### src/rtl/md_sched_pkg.sv
// Shared HI/LO multiply/divide definitions (the md_defs set): op and state encodings
// used by the scheduler, the mul/div datapath and the decoder.
package md_sched_pkg;

  localparam logic [3:0] MD_MUL  = 4'b1000;
  localparam logic [3:0] MD_MULU = 4'b1001;
  localparam logic [3:0] MD_DIV  = 4'b1010;
  localparam logic [3:0] MD_DIVU = 4'b1011;
  localparam logic [3:0] MD_MTHI = 4'b1100;
  localparam logic [3:0] MD_MTLO = 4'b1101;

  localparam logic [1:0] MDS_IDLE = 2'd0;
  localparam logic [1:0] MDS_MUL  = 2'd1;
  localparam logic [1:0] MDS_DIV  = 2'd2;

  typedef enum logic [1:0] {
    StIdle = MDS_IDLE,
    StMul  = MDS_MUL,
    StDiv  = MDS_DIV
  } md_state_e;

  // MUL/MULU/DIV/DIVU all share the 10xx prefix.
  function automatic logic is_md_op(logic [3:0] op);
    return op[3:2] == 2'b10;
  endfunction

  function automatic logic is_mt_op(logic [3:0] op);
    return (op == MD_MTHI) || (op == MD_MTLO);
  endfunction

endpackage

### src/rtl/md_sched_if.sv
// E/D-stage to mul/div scheduler bundle.
//   master: pipeline side, drives e_valid/e_flush/e_md_op/d_uses_md, observes the rest.
//   slave : md_sched, consumes the stage signals, drives strobes, status and stall.
interface md_sched_if;
  logic       e_valid;
  logic       e_flush;
  logic [3:0] e_md_op;
  logic       d_uses_md;
  logic       md_start;
  logic [3:0] md_op;
  logic       md_wr_hi;
  logic       md_wr_lo;
  logic       busy;
  logic       done;
  logic       stall_d;
  logic       proto_err;

  modport master (
    output e_valid, e_flush, e_md_op, d_uses_md,
    input  md_start, md_op, md_wr_hi, md_wr_lo, busy, done, stall_d, proto_err
  );

  modport slave (
    input  e_valid, e_flush, e_md_op, d_uses_md,
    output md_start, md_op, md_wr_hi, md_wr_lo, busy, done, stall_d, proto_err
  );
endinterface

### src/rtl/md_sched_countdown.sv
// Busy countdown for the mul/div unit: load, decrement toward zero, detect the last cycle.
//   clk, rst_n  : clock, async active-low reset (count cleared)
//   load_i      : load load_val_i this edge (takes priority over decrement)
//   load_val_i  : latency to load
//   last_o      : count equals 1
module md_sched_countdown #(
  parameter int unsigned CNT_W = 4
) (
  input  logic             clk,
  input  logic             rst_n,
  input  logic             load_i,
  input  logic [CNT_W-1:0] load_val_i,
  output logic             last_o
);

  logic [CNT_W-1:0] cnt_q, cnt_d;

  // Saturates at zero rather than wrapping.
  always_comb begin
    cnt_d = cnt_q;
    if (load_i) begin
      cnt_d = load_val_i;
    end else if (cnt_q != '0) begin
      cnt_d = cnt_q - 1'b1;
    end
  end

  always_ff @(posedge clk or negedge rst_n) begin
    if (!rst_n) begin
      cnt_q <= '0;
    end else begin
      cnt_q <= cnt_d;
    end
  end

  assign last_o = (cnt_q == CNT_W'(1));

endmodule

### src/rtl/md_sched.sv
// HI/LO multiply/divide sequencing controller. Decodes the E-stage op, issues the
// start / HI / LO write strobes, tracks the fixed busy latency and raises the D-stage stall.
//   clk, rst_n : clock, async active-low reset
//   md         : md_sched_if.slave (stage inputs, strobes, busy/done, stall_d, proto_err)
module md_sched
  import md_sched_pkg::*;
#(
  parameter int unsigned MUL_LAT = 5,
  parameter int unsigned DIV_LAT = 10,
  parameter int unsigned CNT_W   = 4
) (
  input  logic        clk,
  input  logic        rst_n,
  md_sched_if.slave   md
);

  md_state_e        state_q;
  logic             proto_q;
  logic             req, is_md, is_mt, idle, start, cnt_last;
  logic [CNT_W-1:0] lat;

  assign req   = md.e_valid & ~md.e_flush;
  assign is_md = is_md_op(md.e_md_op);
  assign is_mt = is_mt_op(md.e_md_op);
  assign idle  = (state_q == StIdle);
  assign start = idle & req & is_md;

  // op[1] separates DIV/DIVU from MUL/MULU.
  assign lat = md.e_md_op[1] ? CNT_W'(DIV_LAT) : CNT_W'(MUL_LAT);

  md_sched_countdown #(
    .CNT_W (CNT_W)
  ) u_countdown (
    .clk        (clk),
    .rst_n      (rst_n),
    .load_i     (start),
    .load_val_i (lat),
    .last_o     (cnt_last)
  );

  always_ff @(posedge clk or negedge rst_n) begin
    if (!rst_n) begin
      state_q <= StIdle;
      proto_q <= 1'b0;
    end else begin
      unique case (state_q)
        StIdle: begin
          if (start) state_q <= md.e_md_op[1] ? StDiv : StMul;
        end
        StMul, StDiv: begin
          // Flushes never abort a running op; the countdown simply finishes.
          if (cnt_last) state_q <= StIdle;
          // stall_d should have held this instruction in D.
          if (req & (is_md | is_mt)) proto_q <= 1'b1;
        end
        default: state_q <= StIdle;
      endcase
    end
  end

  assign md.md_start  = start;
  assign md.md_op     = start ? md.e_md_op : 4'b0000;
  assign md.md_wr_hi  = idle & req & (md.e_md_op == MD_MTHI);
  assign md.md_wr_lo  = idle & req & (md.e_md_op == MD_MTLO);
  assign md.busy      = ~idle;
  assign md.done      = ~idle & cnt_last;
  // Also stall when the op starts this very cycle (e.g. MFHI in D behind MUL in E).
  assign md.stall_d   = md.d_uses_md & (~idle | (req & is_md));
  assign md.proto_err = proto_q;

endmodule

### src/flat_wrapper.sv
// flat-port wrapper written by rule: the top's interface ports become plain ports
module md_sched_flat import md_sched_pkg::*;
#(
  parameter int unsigned MUL_LAT = 5,
  parameter int unsigned DIV_LAT = 10,
  parameter int unsigned CNT_W   = 4
)
  (clk, rst_n, md_e_valid, md_e_flush, md_e_md_op, md_d_uses_md, md_md_start, md_md_op, md_md_wr_hi, md_md_wr_lo, md_busy, md_done, md_stall_d, md_proto_err);
  md_sched_if md_i ();
  input  logic clk;
  input  logic rst_n;
  input wire logic [$bits(md_i.e_valid)-1:0] md_e_valid;
  input wire logic [$bits(md_i.e_flush)-1:0] md_e_flush;
  input wire logic [$bits(md_i.e_md_op)-1:0] md_e_md_op;
  input wire logic [$bits(md_i.d_uses_md)-1:0] md_d_uses_md;
  output wire logic [$bits(md_i.md_start)-1:0] md_md_start;
  output wire logic [$bits(md_i.md_op)-1:0] md_md_op;
  output wire logic [$bits(md_i.md_wr_hi)-1:0] md_md_wr_hi;
  output wire logic [$bits(md_i.md_wr_lo)-1:0] md_md_wr_lo;
  output wire logic [$bits(md_i.busy)-1:0] md_busy;
  output wire logic [$bits(md_i.done)-1:0] md_done;
  output wire logic [$bits(md_i.stall_d)-1:0] md_stall_d;
  output wire logic [$bits(md_i.proto_err)-1:0] md_proto_err;
  assign md_i.e_valid = md_e_valid;
  assign md_i.e_flush = md_e_flush;
  assign md_i.e_md_op = md_e_md_op;
  assign md_i.d_uses_md = md_d_uses_md;
  assign md_md_start = md_i.md_start;
  assign md_md_op = md_i.md_op;
  assign md_md_wr_hi = md_i.md_wr_hi;
  assign md_md_wr_lo = md_i.md_wr_lo;
  assign md_busy = md_i.busy;
  assign md_done = md_i.done;
  assign md_stall_d = md_i.stall_d;
  assign md_proto_err = md_i.proto_err;
  md_sched #(.MUL_LAT(MUL_LAT), .DIV_LAT(DIV_LAT), .CNT_W(CNT_W)) u_core (.clk(clk), .rst_n(rst_n), .md(md_i));
endmodule
### config.mk
export PLATFORM = sky130hd
export DESIGN_NAME = md_sched_flat
export DESIGN_NICKNAME = d
export VERILOG_FILES = /design/src/rtl/md_sched_pkg.sv /design/src/rtl/md_sched_if.sv /design/src/rtl/md_sched_countdown.sv /design/src/rtl/md_sched.sv /design/src/flat_wrapper.sv
export SDC_FILE = /design/constraint.sdc
export NUM_CORES = 1
export LEC_CHECK = 0
export BUFFER_PORTS_ARGS = -buffer_cell sky130_fd_sc_hd__buf_2
export CAP_MARGIN = 20
export CORE_AREA = 2 2 39 41
export DETAILED_ROUTE_END_ITERATION = 8
export DIE_AREA = 0 0 41 43
export HOLD_SLACK_MARGIN = 0.02
export PLACE_DENSITY = 0.74
export SKIP_LAST_GASP = 1
export SLEW_MARGIN = 0
export SYNTH_ARGS = -nofsm -noshare
export SYNTH_HDL_FRONTEND = slang
export SYNTH_HIERARCHICAL = 1
export SYNTH_SLANG_ARGS = --single-unit
### constraint.sdc
create_clock -name clk -period 2 [get_ports clk]
set_input_delay 0.1 -clock clk [delete_from_list [all_inputs] [get_ports clk]]
set_output_delay 0.1 -clock clk [all_outputs]
set_load 0.02 [all_outputs]
==> results.md <==
- Status: finished clean
- Die area: approximately 0.0018 mm2
- Die span in y: 43 um
- Crit path to: md_md_start
- HP Class: in2reg
- Register-to-Register Path Depth: 7
- Most frequent cells in the layout: 18 x buf_2, 8 x inv_1, 7 x dfrtp_1, 6 x nand2_1
- Initial Utilization: 38.4%
- Maximum vdd drop: 0.575 mV
- Netlist cell types: 25
- Switching share of power: about 43%
- Placer Congestion: 0.799
- CTS clk-pin slew, worst paths: 50 ps
- Unrepaired setup endpoints after global routing: false
- First-pass GRT wire length: 1690 um
- Initial antenna violation count: 0
- Cells after synthesis: 57
- Reg-to-Reg End: u_core/u_countdown/cnt_q[3]$_DFFE_PN0P_
- Power Density: 1300 mW/mm2
- Flop2flop setup slack: 280 ps
- Post-route minimum period: 1760 ps
- Num rows: 14
- Part of the cycle the worst path needs: between 80 and 90%
- Nature of the critical path endpoint: output port
- Final slew viol count: 0
- Worst setup SP type: flop
- Net Switching: 377 uW
- #FFs+latches synth: 7
- Gr usage total: 14.3%
- CP Launch Point: u_core/state_q[0]$_DFFE_PN0P_
- H-tree levels: 1
- Port bufs: 18
- Vias in the first global route: 421
- Seq/Total Area, Yosys: between 30% and 40%
- YS warnings: 6
- Post-CTS setup buffers: 0
- Clk root buf: clkbuf_4
- Chip Width: 41 um
- Fin. Hold Viols: 0
- Layout cells sized above 1: 34.2%
- ANT nets after route: 0
- Io pins: 20
- Total CTS buffers: 3
- Static leakage: approximately 0.00033 uW
- Vias: approximately 480
- Final WL: 1050 um
- DP Wirelength: ~870 um
- Final hold slack: 161 ps
- Total iterations of the first detailed-routing run: 4
- Synth-to-layout area growth: 27.1%
- Cell Area, Placed: 639 um2
- Iter 0 DRT Violations: 9
- P_int: 500 uW
- Design area: 676 um2
- Required @ worst endpoint: ~1900 ps
- Final setup violation count: 0
- Nets: 93
- Footprint of the multi-input gates: between 300 and 400 um2
- CTS-repair resized insts: 0
- CTS tree: done
- DR WL/cell: 11.1 um
- Clock power share: 14.2%
- Total grt overflow: 0
- Register area: 175 um2
- Largest net degree at the start of global routing: 10
- Syn nets: 70
- Max_cap viols: 0
- Combinational Power Share: around 55%
- CTS max path bufs: 2
- Reg2reg start: u_core/state_q[0]$_DFFE_PN0P_
- Core Util, Final: approximately 50%
- WP data arrival: approximately 1700 ps
- Power Total: 877 uW
- Post-Syn Area: 532 um2
- Crit-path max FO: 9
- Seq pwr share: 30.5%
- Leading cell type in the layout, fill and taps excluded: buf_2
- Vias per std cell: 5.02
- Clk_skew: 5.00 ps
- DRC Markers: 0
- Antenna Cells: 0
- Critical path class: reg2out
- Clk Latency, worst-skew pair: ~250 ps
- Fmax: 569 MHz
- Core Region: 0.00138 mm2
- Setup TNS Final: 0 ps
- Clock sink count: 7
- Average size of a mapped cell: 9.33 um2
- # fillers: 123
[kinds of logic after synthesis]
kind of cell	after synthesis	share of synthesized area [%]
simple gates	23	30.4
mux	2	4.00
other cells	1	0.705
xor+xnor	2	3.29
buf+inv	10	8.47
flops	7	32.9
fa+ha+maj	4	9.41
compound gates	8	10.8
[worst max-delay path, stage by stage (launching register included)]
cell     delay (ps)
dfrtp_1         390
inv_1            70
ha_1            270
inv_1           150
nor3_2          190
buf_4           170
buf_2           170
[worst min path at each step]
stage                     cells past startpoint                                      end          start
after global placement                        1            u_core/state_q[1]$_DFFE_PN0P_          rst_n
final                                         2  u_core/u_countdown/cnt_q[3]$_DFFE_PN0P_  md_e_md_op[1]
after detailed placement                      1            u_core/state_q[1]$_DFFE_PN0P_          rst_n
after global routing                          2  u_core/u_countdown/cnt_q[3]$_DFFE_PN0P_  md_e_md_op[1]
after floorplan                               0          u_core/md.proto_err$_DFFE_PN0P_          rst_n
after CTS                                     2  u_core/u_countdown/cnt_q[3]$_DFFE_PN0P_  md_e_md_op[1]
[per-stage QoR]
step	cells	setup WS, ps
finish	95	242
global route	95	126
CTS	95	235
detailed placement	90	294
global placement	90	353
floorplan	57	52.7
[Yosys cell counts]
cell type	number	area, um2
conb_1	1	3.75
a21boi_0	1	7.51
o21ai_0	2	10.0
nand4bb_4	1	27.5
xnor2_1	2	17.5
a221o_1	1	10.0
nand3_1	1	5.00
buf_4	2	15.0
nor3_1	4	20.0
dfrtp_1	7	175
o31ai_1	1	7.51
mux2_2	1	11.3
a31o_2	1	8.76
ha_1	4	50.1
nand2_1	6	22.5
nor4_1	4	25.0
nand3b_1	1	7.51
nor3b_4	1	18.8
inv_1	8	30.0
o311ai_0	1	8.76
or4_1	1	7.51
nor2b_1	2	12.5
mux2i_1	1	10.0
a21oi_1	1	5.00
nor3b_1	2	15.0
[timing repair]
item	in CTS	in global routing
hold buffers	1	0
hold endpoints to repair	7	0
endpoints found under the setup margin	0	0
[power groups by stage]
stage / combinational [uW] / sequential (uW) / clock (uW)
2_1_floorplan: 358 / 268 / 0
3_3_place_gp: 469 / 268 / 0
3_5_place_dp: 484 / 268 / 0
4_1_cts: 488 / 266 / 129
5_1_grt: 545 / 274 / 140
6_report: 485 / 267 / 124
[registers in the layout, indices dropped and copies added (netlist names)]
name and flops:
u_core/state_q 2, u_core/md.proto_err 1, u_core/u_countdown/cnt_q 4
[per-layer routing]
| layer | global-route usage [%] | up-vias | wire length [um] |
|---|---|---|---|
| met3 | 6.28 | 2 | 47 |
| met1 | 17.8 | 219 | 472 |
| met4 | 4.00 | 0 | 10 |
| met5 | 0 | - | 0 |
| li1 | - | 243 | - |
| met2 | 21.6 | 13 | 522 |
[final cells by class]
class	count	share of cell area (%)
Clock buffer	4	3.89
Inverter	8	4.44
Multi-Input combinational cell	40	46.9
Sequential cell	7	25.9
Tap cell	16	2.96
Timing Repair Buffer	20	15.9
No activity file was read; power rests on OpenSTA's default activity.
